==> src/rtl/mux16_scan_capture_if.sv <==
// Bundle between the scan sequencer, the upstream 16:1 mux and the word consumer.
// The sequencer connects through master; the surrounding logic connects through slave.
interface mux16_scan_capture_if;
   logic [3:0]  sel;
   logic        y_in;
   logic        start;
   logic        cont;
   logic [15:0] data;
   logic        valid;
   logic        ready;
   logic        busy;
   logic        missed;

   modport master (
      input  y_in, start, cont, ready,
      output sel, data, valid, busy, missed
   );

   modport slave (
      output y_in, start, cont, ready,
      input  sel, data, valid, busy, missed
   );
endinterface

==> src/rtl/mux16_scan_capture.sv <==
// Walks a 16:1 mux select through channels 0..15, samples each after a settle time,
// and hands the assembled word to a consumer over valid/ready.
module mux16_scan_capture #(
   parameter int unsigned SETTLE_CYCLES = 1
) (
   input  logic                  clk,
   input  logic                  rst,
   mux16_scan_capture_if.master  bus
);

   localparam int unsigned CH_W   = 4;
   localparam int unsigned CNT_W  = 8;
   localparam int unsigned WORD_W = 16;

   localparam logic [CNT_W-1:0] SETTLE_LAST = CNT_W'(SETTLE_CYCLES - 1);
   localparam logic [CH_W-1:0]  CH_LAST     = CH_W'(WORD_W - 1);

   typedef enum logic [1:0] {
      IDLE = 2'd0,
      SCAN = 2'd1,
      HOLD = 2'd2
   } state_e;

   state_e              state_q,  state_d;
   logic [CH_W-1:0]     ch_q,     ch_d;
   logic [CNT_W-1:0]    settle_q, settle_d;
   logic [WORD_W-1:0]   shadow_q, shadow_d;
   logic [WORD_W-1:0]   data_q,   data_d;
   logic                valid_q,  valid_d;
   logic                busy_q,   busy_d;
   logic                missed_q, missed_d;

   // Next-state and output logic; ch_q doubles as the select, so it is 0 outside SCAN.
   always_comb begin
      state_d  = state_q;
      ch_d     = ch_q;
      settle_d = settle_q;
      shadow_d = shadow_q;
      data_d   = data_q;
      valid_d  = valid_q;
      busy_d   = busy_q;
      missed_d = bus.start && (state_q != IDLE);

      case (state_q)
         IDLE: begin
            if (bus.start || bus.cont) begin
               state_d  = SCAN;
               ch_d     = '0;
               settle_d = '0;
               busy_d   = 1'b1;
            end
         end

         SCAN: begin
            if (settle_q == SETTLE_LAST) begin
               settle_d       = '0;
               shadow_d[ch_q] = bus.y_in;
               if (ch_q == CH_LAST) begin
                  // Publish the word including the bit captured on this edge.
                  data_d  = shadow_d;
                  valid_d = 1'b1;
                  busy_d  = 1'b0;
                  ch_d    = '0;
                  state_d = HOLD;
               end else begin
                  ch_d = ch_q + CH_W'(1);
               end
            end else begin
               settle_d = settle_q + CNT_W'(1);
            end
         end

         HOLD: begin
            if (bus.ready) begin
               valid_d = 1'b0;
               if (bus.cont) begin
                  state_d  = SCAN;
                  ch_d     = '0;
                  settle_d = '0;
                  busy_d   = 1'b1;
               end else begin
                  state_d = IDLE;
               end
            end
         end

         default: begin
            state_d  = IDLE;
            ch_d     = '0;
            settle_d = '0;
            valid_d  = 1'b0;
            busy_d   = 1'b0;
         end
      endcase
   end

   // Reset discards any partial word held in the shadow register.
   always_ff @(posedge clk) begin
      if (rst) begin
         state_q  <= IDLE;
         ch_q     <= '0;
         settle_q <= '0;
         shadow_q <= '0;
         data_q   <= '0;
         valid_q  <= 1'b0;
         busy_q   <= 1'b0;
         missed_q <= 1'b0;
      end else begin
         state_q  <= state_d;
         ch_q     <= ch_d;
         settle_q <= settle_d;
         shadow_q <= shadow_d;
         data_q   <= data_d;
         valid_q  <= valid_d;
         busy_q   <= busy_d;
         missed_q <= missed_d;
      end
   end

   assign bus.sel    = ch_q;
   assign bus.data   = data_q;
   assign bus.valid  = valid_q;
   assign bus.busy   = busy_q;
   assign bus.missed = missed_q;

endmodule

==> src/flat_wrapper.sv <==
// flat-port wrapper written by rule: the top's interface ports become plain ports
module mux16_scan_capture_flat 
#(
   parameter int unsigned SETTLE_CYCLES = 1
)
  (clk, rst, bus_y_in, bus_start, bus_cont, bus_ready, bus_sel, bus_data, bus_valid, bus_busy, bus_missed);
  mux16_scan_capture_if bus_i ();
  input  logic clk;
  input  logic rst;
  input wire logic [$bits(bus_i.y_in)-1:0] bus_y_in;
  input wire logic [$bits(bus_i.start)-1:0] bus_start;
  input wire logic [$bits(bus_i.cont)-1:0] bus_cont;
  input wire logic [$bits(bus_i.ready)-1:0] bus_ready;
  output wire logic [$bits(bus_i.sel)-1:0] bus_sel;
  output wire logic [$bits(bus_i.data)-1:0] bus_data;
  output wire logic [$bits(bus_i.valid)-1:0] bus_valid;
  output wire logic [$bits(bus_i.busy)-1:0] bus_busy;
  output wire logic [$bits(bus_i.missed)-1:0] bus_missed;
  assign bus_i.y_in = bus_y_in;
  assign bus_i.start = bus_start;
  assign bus_i.cont = bus_cont;
  assign bus_i.ready = bus_ready;
  assign bus_sel = bus_i.sel;
  assign bus_data = bus_i.data;
  assign bus_valid = bus_i.valid;
  assign bus_busy = bus_i.busy;
  assign bus_missed = bus_i.missed;
  mux16_scan_capture #(.SETTLE_CYCLES(SETTLE_CYCLES)) u_core (.clk(clk), .rst(rst), .bus(bus_i));
endmodule
==> config.mk <==
export PLATFORM = sky130hd
export DESIGN_NAME = mux16_scan_capture_flat
export DESIGN_NICKNAME = d
export VERILOG_FILES = /design/src/rtl/mux16_scan_capture_if.sv /design/src/rtl/mux16_scan_capture.sv /design/src/flat_wrapper.sv
export SDC_FILE = /design/constraint.sdc
export NUM_CORES = 1
export LEC_CHECK = 0
export CAP_MARGIN = 5
export CORE_MARGIN = 2
export CORE_UTILIZATION = 55
export DETAILED_ROUTE_END_ITERATION = 6
export PLACE_DENSITY = 0.79
export SLEW_MARGIN = 15
export SYNTH_ARGS = -nofsm -noshare
export SYNTH_HDL_FRONTEND = slang
export SYNTH_SLANG_ARGS = --single-unit
==> constraint.sdc <==
create_clock -name clk -period 2.25 [get_ports clk]
set_input_delay 0.225 -clock clk [delete_from_list [all_inputs] [get_ports clk]]
set_output_delay 0.225 -clock clk [all_outputs]
set_load 0.02 [all_outputs]
==> flow_summary.ini <==
[placement]
dpl.hpwl_um = 3153
gp_congestion = 0.7902
io_buffer_count = 28

[synth]
synth_top_area_cell = dfxtp_1
synth_mux_area_share_pct = 7.734
synthTopCellsByCount = dfxtp_1 (48), nor2_1 (42), mux2i_1 (18)
synth_seq_area_share_pct = 41.25
synth.most_common_cell = dfxtp_1
synthFlopType = dfxtp_1
synth_xor_area_share_pct = 1.128
syn-cell-area_mm2 = 0.002330
synth_edf_count = 0
synth-compound-area-share_pct = 19.66
synth_top_family_by_area = simple AND/OR/NAND/NOR gates
netlist_instances = 254
synth_seq_cells = 48
synthAdderAreaFrac_pct = 3.222
yosysWarnings = 0
synth_top_area_share_pct = 41.25
synthSimpleGateAreaFrac_pct = 20.46
synth_cell_types = 39
syn_area_per_cell_um2 = 9.172
synthTopCellsByArea = dfxtp_1 (41%), mux2i_1 (7.7%), a211oi_2 (7.0%), nor2_1 (6.8%), a211oi_1 (4.8%)
synth_fp_nets = 266
ys_async_sr_fraction_pct = 0

[critical_path]
r2r_setup_slack_ps = 350
cp_max_fo = 30
cpPeakStageDelay_ps = 450
critPathKind = flip-flop to flip-flop
arrival_ps = 2110
cp-end-kind = flip-flop
critical_path.cell_chain = ha_1 > and3_1 > and4_1 > buf_12 > nor2_1 > a211oi_1
cp.required_ps = 2460
rr_worst_depth = 6
crit_slowest_cell = dfxtp_1
crit_path_start_kind = flip-flop

[clock_tree]
cts_setup_buffers = 0
insertion_delay_ps = 300
cts_buffer_depth = 2
hold_buffers = 0
cts_root_buf = clkbuf_8
h-tree-depth = 2
cts_resized = 0
cts_tree = yes
cts_buffers = 5
cts_sinks = 48
path_clk_slew_ps = 90

[cells_and_area]
layout.nets = 292
n_fill_cell = 353
drive_above_1_share_pct = 12.10
antennaDiodeCount = 0
syn_to_final_growth_pct = 17.24

[global_routing]
grt_pass1_wl_um = 8045
grt_overflow = 0
grtUsageTotal_pct = 20.05
antenna_found_initial = 0
grt_pass1_vias = 1809
grt_max_degree = 31

[hold_path]
hold_depth = 2
hold_path.class = flip-flop to flip-flop

[power]
seqPwrFrac_pct = 56.7
pwr_density_cell_mw_per_mm2 = 578.0
ir_drop_mv = 0.3922
swShare_pct = 24.55
pwr-share-clk_pct = 33.1
p_int_mw = 1.191
power.leakage_nw = 1.004
switchingPower_mw = 0.3876
power_frac_comb_pct = 10.2

[sta]
skew_ps = 6.406
hold_viol_final = 0
setup_viol = 0
rsz0062_at_grt = false
period_needed_ps = 1895
relSlewSlack_pct = 59.73
slew_violations = 0
holdWs_ps = 468.0
worst_pin_slew_ps = 602.1
fmax_mhz = 527.7
finalCritPeriodShare_pct = 84.22
tns_ps = 0

[die]
io_pins = 29
fp-row-count = 23
die_w_um = 69.09
die_y_um = 69.09
fp.dieArea_mm2 = 0.004773
coreArea_mm2 = 0.004029
start_util_pct = 57.83

[route]
avgViaCountPerCell = 5.659
drtIter0Drc = 74
ant_nets = 0
routedWlPerCell_um = 13.69
dr.pass1.iters = 4
vias = 1873
wirelength_um = 4532
drc = 0

[run]
maxCapViolCount = 0

[outcome]
status = finished clean
## logic make-up (layout without fill, tap and decap cells)
logic type	after synthesis	count (layout)
XOR/XNOR	3	3
AO/OA/AOI/OAI	57	57
flip-flops	48	48
multiplexers	18	18
adder cells (fa/ha/maj)	6	6
buffers and inverters	27	54
AND/OR/NAND/NOR	95	95
## power groups by stage
| stage | Combinational (mW) | Sequential, mW | Clock, mW |
|---|---|---|---|
| 2_1_floorplan | 0.115 | 0.913 | 0 |
| 3_3_place_gp | 0.157 | 0.913 | 0 |
| 3_5_place_dp | 0.160 | 0.915 | 0 |
| 4_1_cts | 0.162 | 0.895 | 0.543 |
| 5_1_grt | 0.181 | 0.899 | 0.573 |
| 6_report | 0.162 | 0.895 | 0.523 |
## cell usage in the layout (no fill, tap or decap), types with 3 or more instances in the layout
cell type	count
dfxtp_1	48
nor2_1	42
clkdlybuf4s50_1	28
mux2i_1	18
a211oi_1	15
a211oi_2	13
nand2_1	12
a21oi_1	11
nand3_1	9
buf_4	9
inv_1	8
o31ai_1	6
ha_1	6
clkbuf_8	6
and3_1	5
nand3b_1	5
nor3_1	5
nand4_1	5
o21ai_0	5
or4_1	3
a31oi_1	3
## state kept, by name (all words and copies together) (netlist names)
register	flops
u_core.bus.valid	1
u_core.settle_q	8
u_core.bus.missed	1
u_core.shadow_q	15
u_core.state_q	2
u_core.bus.busy	1
u_core.bus.data	16
u_core.bus.sel	4
## worst paths after layout
path	startpoint	end
worst max-delay path	u_core.bus.sel[1]$_SDFFE_PP0P_	u_core.bus.data[14]$_SDFFE_PP0P_
worst min-delay path	u_core.bus.data[15]$_SDFFE_PP0P_	u_core.bus.data[15]$_SDFFE_PP0P_
worst max register to register	u_core.bus.sel[1]$_SDFFE_PP0P_	u_core.bus.data[14]$_SDFFE_PP0P_
worst min register to register	u_core.bus.data[15]$_SDFFE_PP0P_	u_core.bus.data[15]$_SDFFE_PP0P_
## layer usage
layer / GRT usage, % / vias up / wire length (um)
met1: 25.92 / 863 / 2136
met4: 5.229 / 0 / 64
met3: 5.263 / 7 / 212
li1: - / 967 / -
met5: 0 / - / 0
met2: 33.23 / 36 / 2119
## metrics by stage
stage          util (%)  area [um2]  instances  power [mW]  setup WS, ps
2_1_floorplan         -        2330        254       1.029         506.8
3_3_place_gp      65.47        2638        323       1.070         292.4
3_5_place_dp      65.47        2638        323       1.075         250.3
4_1_cts           67.80        2731        331       1.599         350.7
5_1_grt           67.80        2731        331       1.652         192.4
6_report          67.80        2731        331       1.579         355.0
## worst max-delay path: cells and delay by family (launching register included)
family                   cells  cell delay [ps]
AND/OR/NAND/NOR              3              690
buffers and inverters        1              230
AO/OA/AOI/OAI                1              210
flip-flops                   1              450
adder cells (fa/ha/maj)      1              220
## layout make-up
cell class | instances | area [um2] | share of cell area (%)
multi-input cells | 179 | 1216 | 44.53
flip-flops and latches | 48 | 960.9 | 35.18
repair buffers | 38 | 367.9 | 13.47
clock buffers | 7 | 86.33 | 3.161
well taps | 50 | 62.56 | 2.290
inverters | 8 | 30.03 | 1.099
clock inverters | 1 | 7.507 | 0.2749
Note: power is estimated with default switching activity, not from simulation.
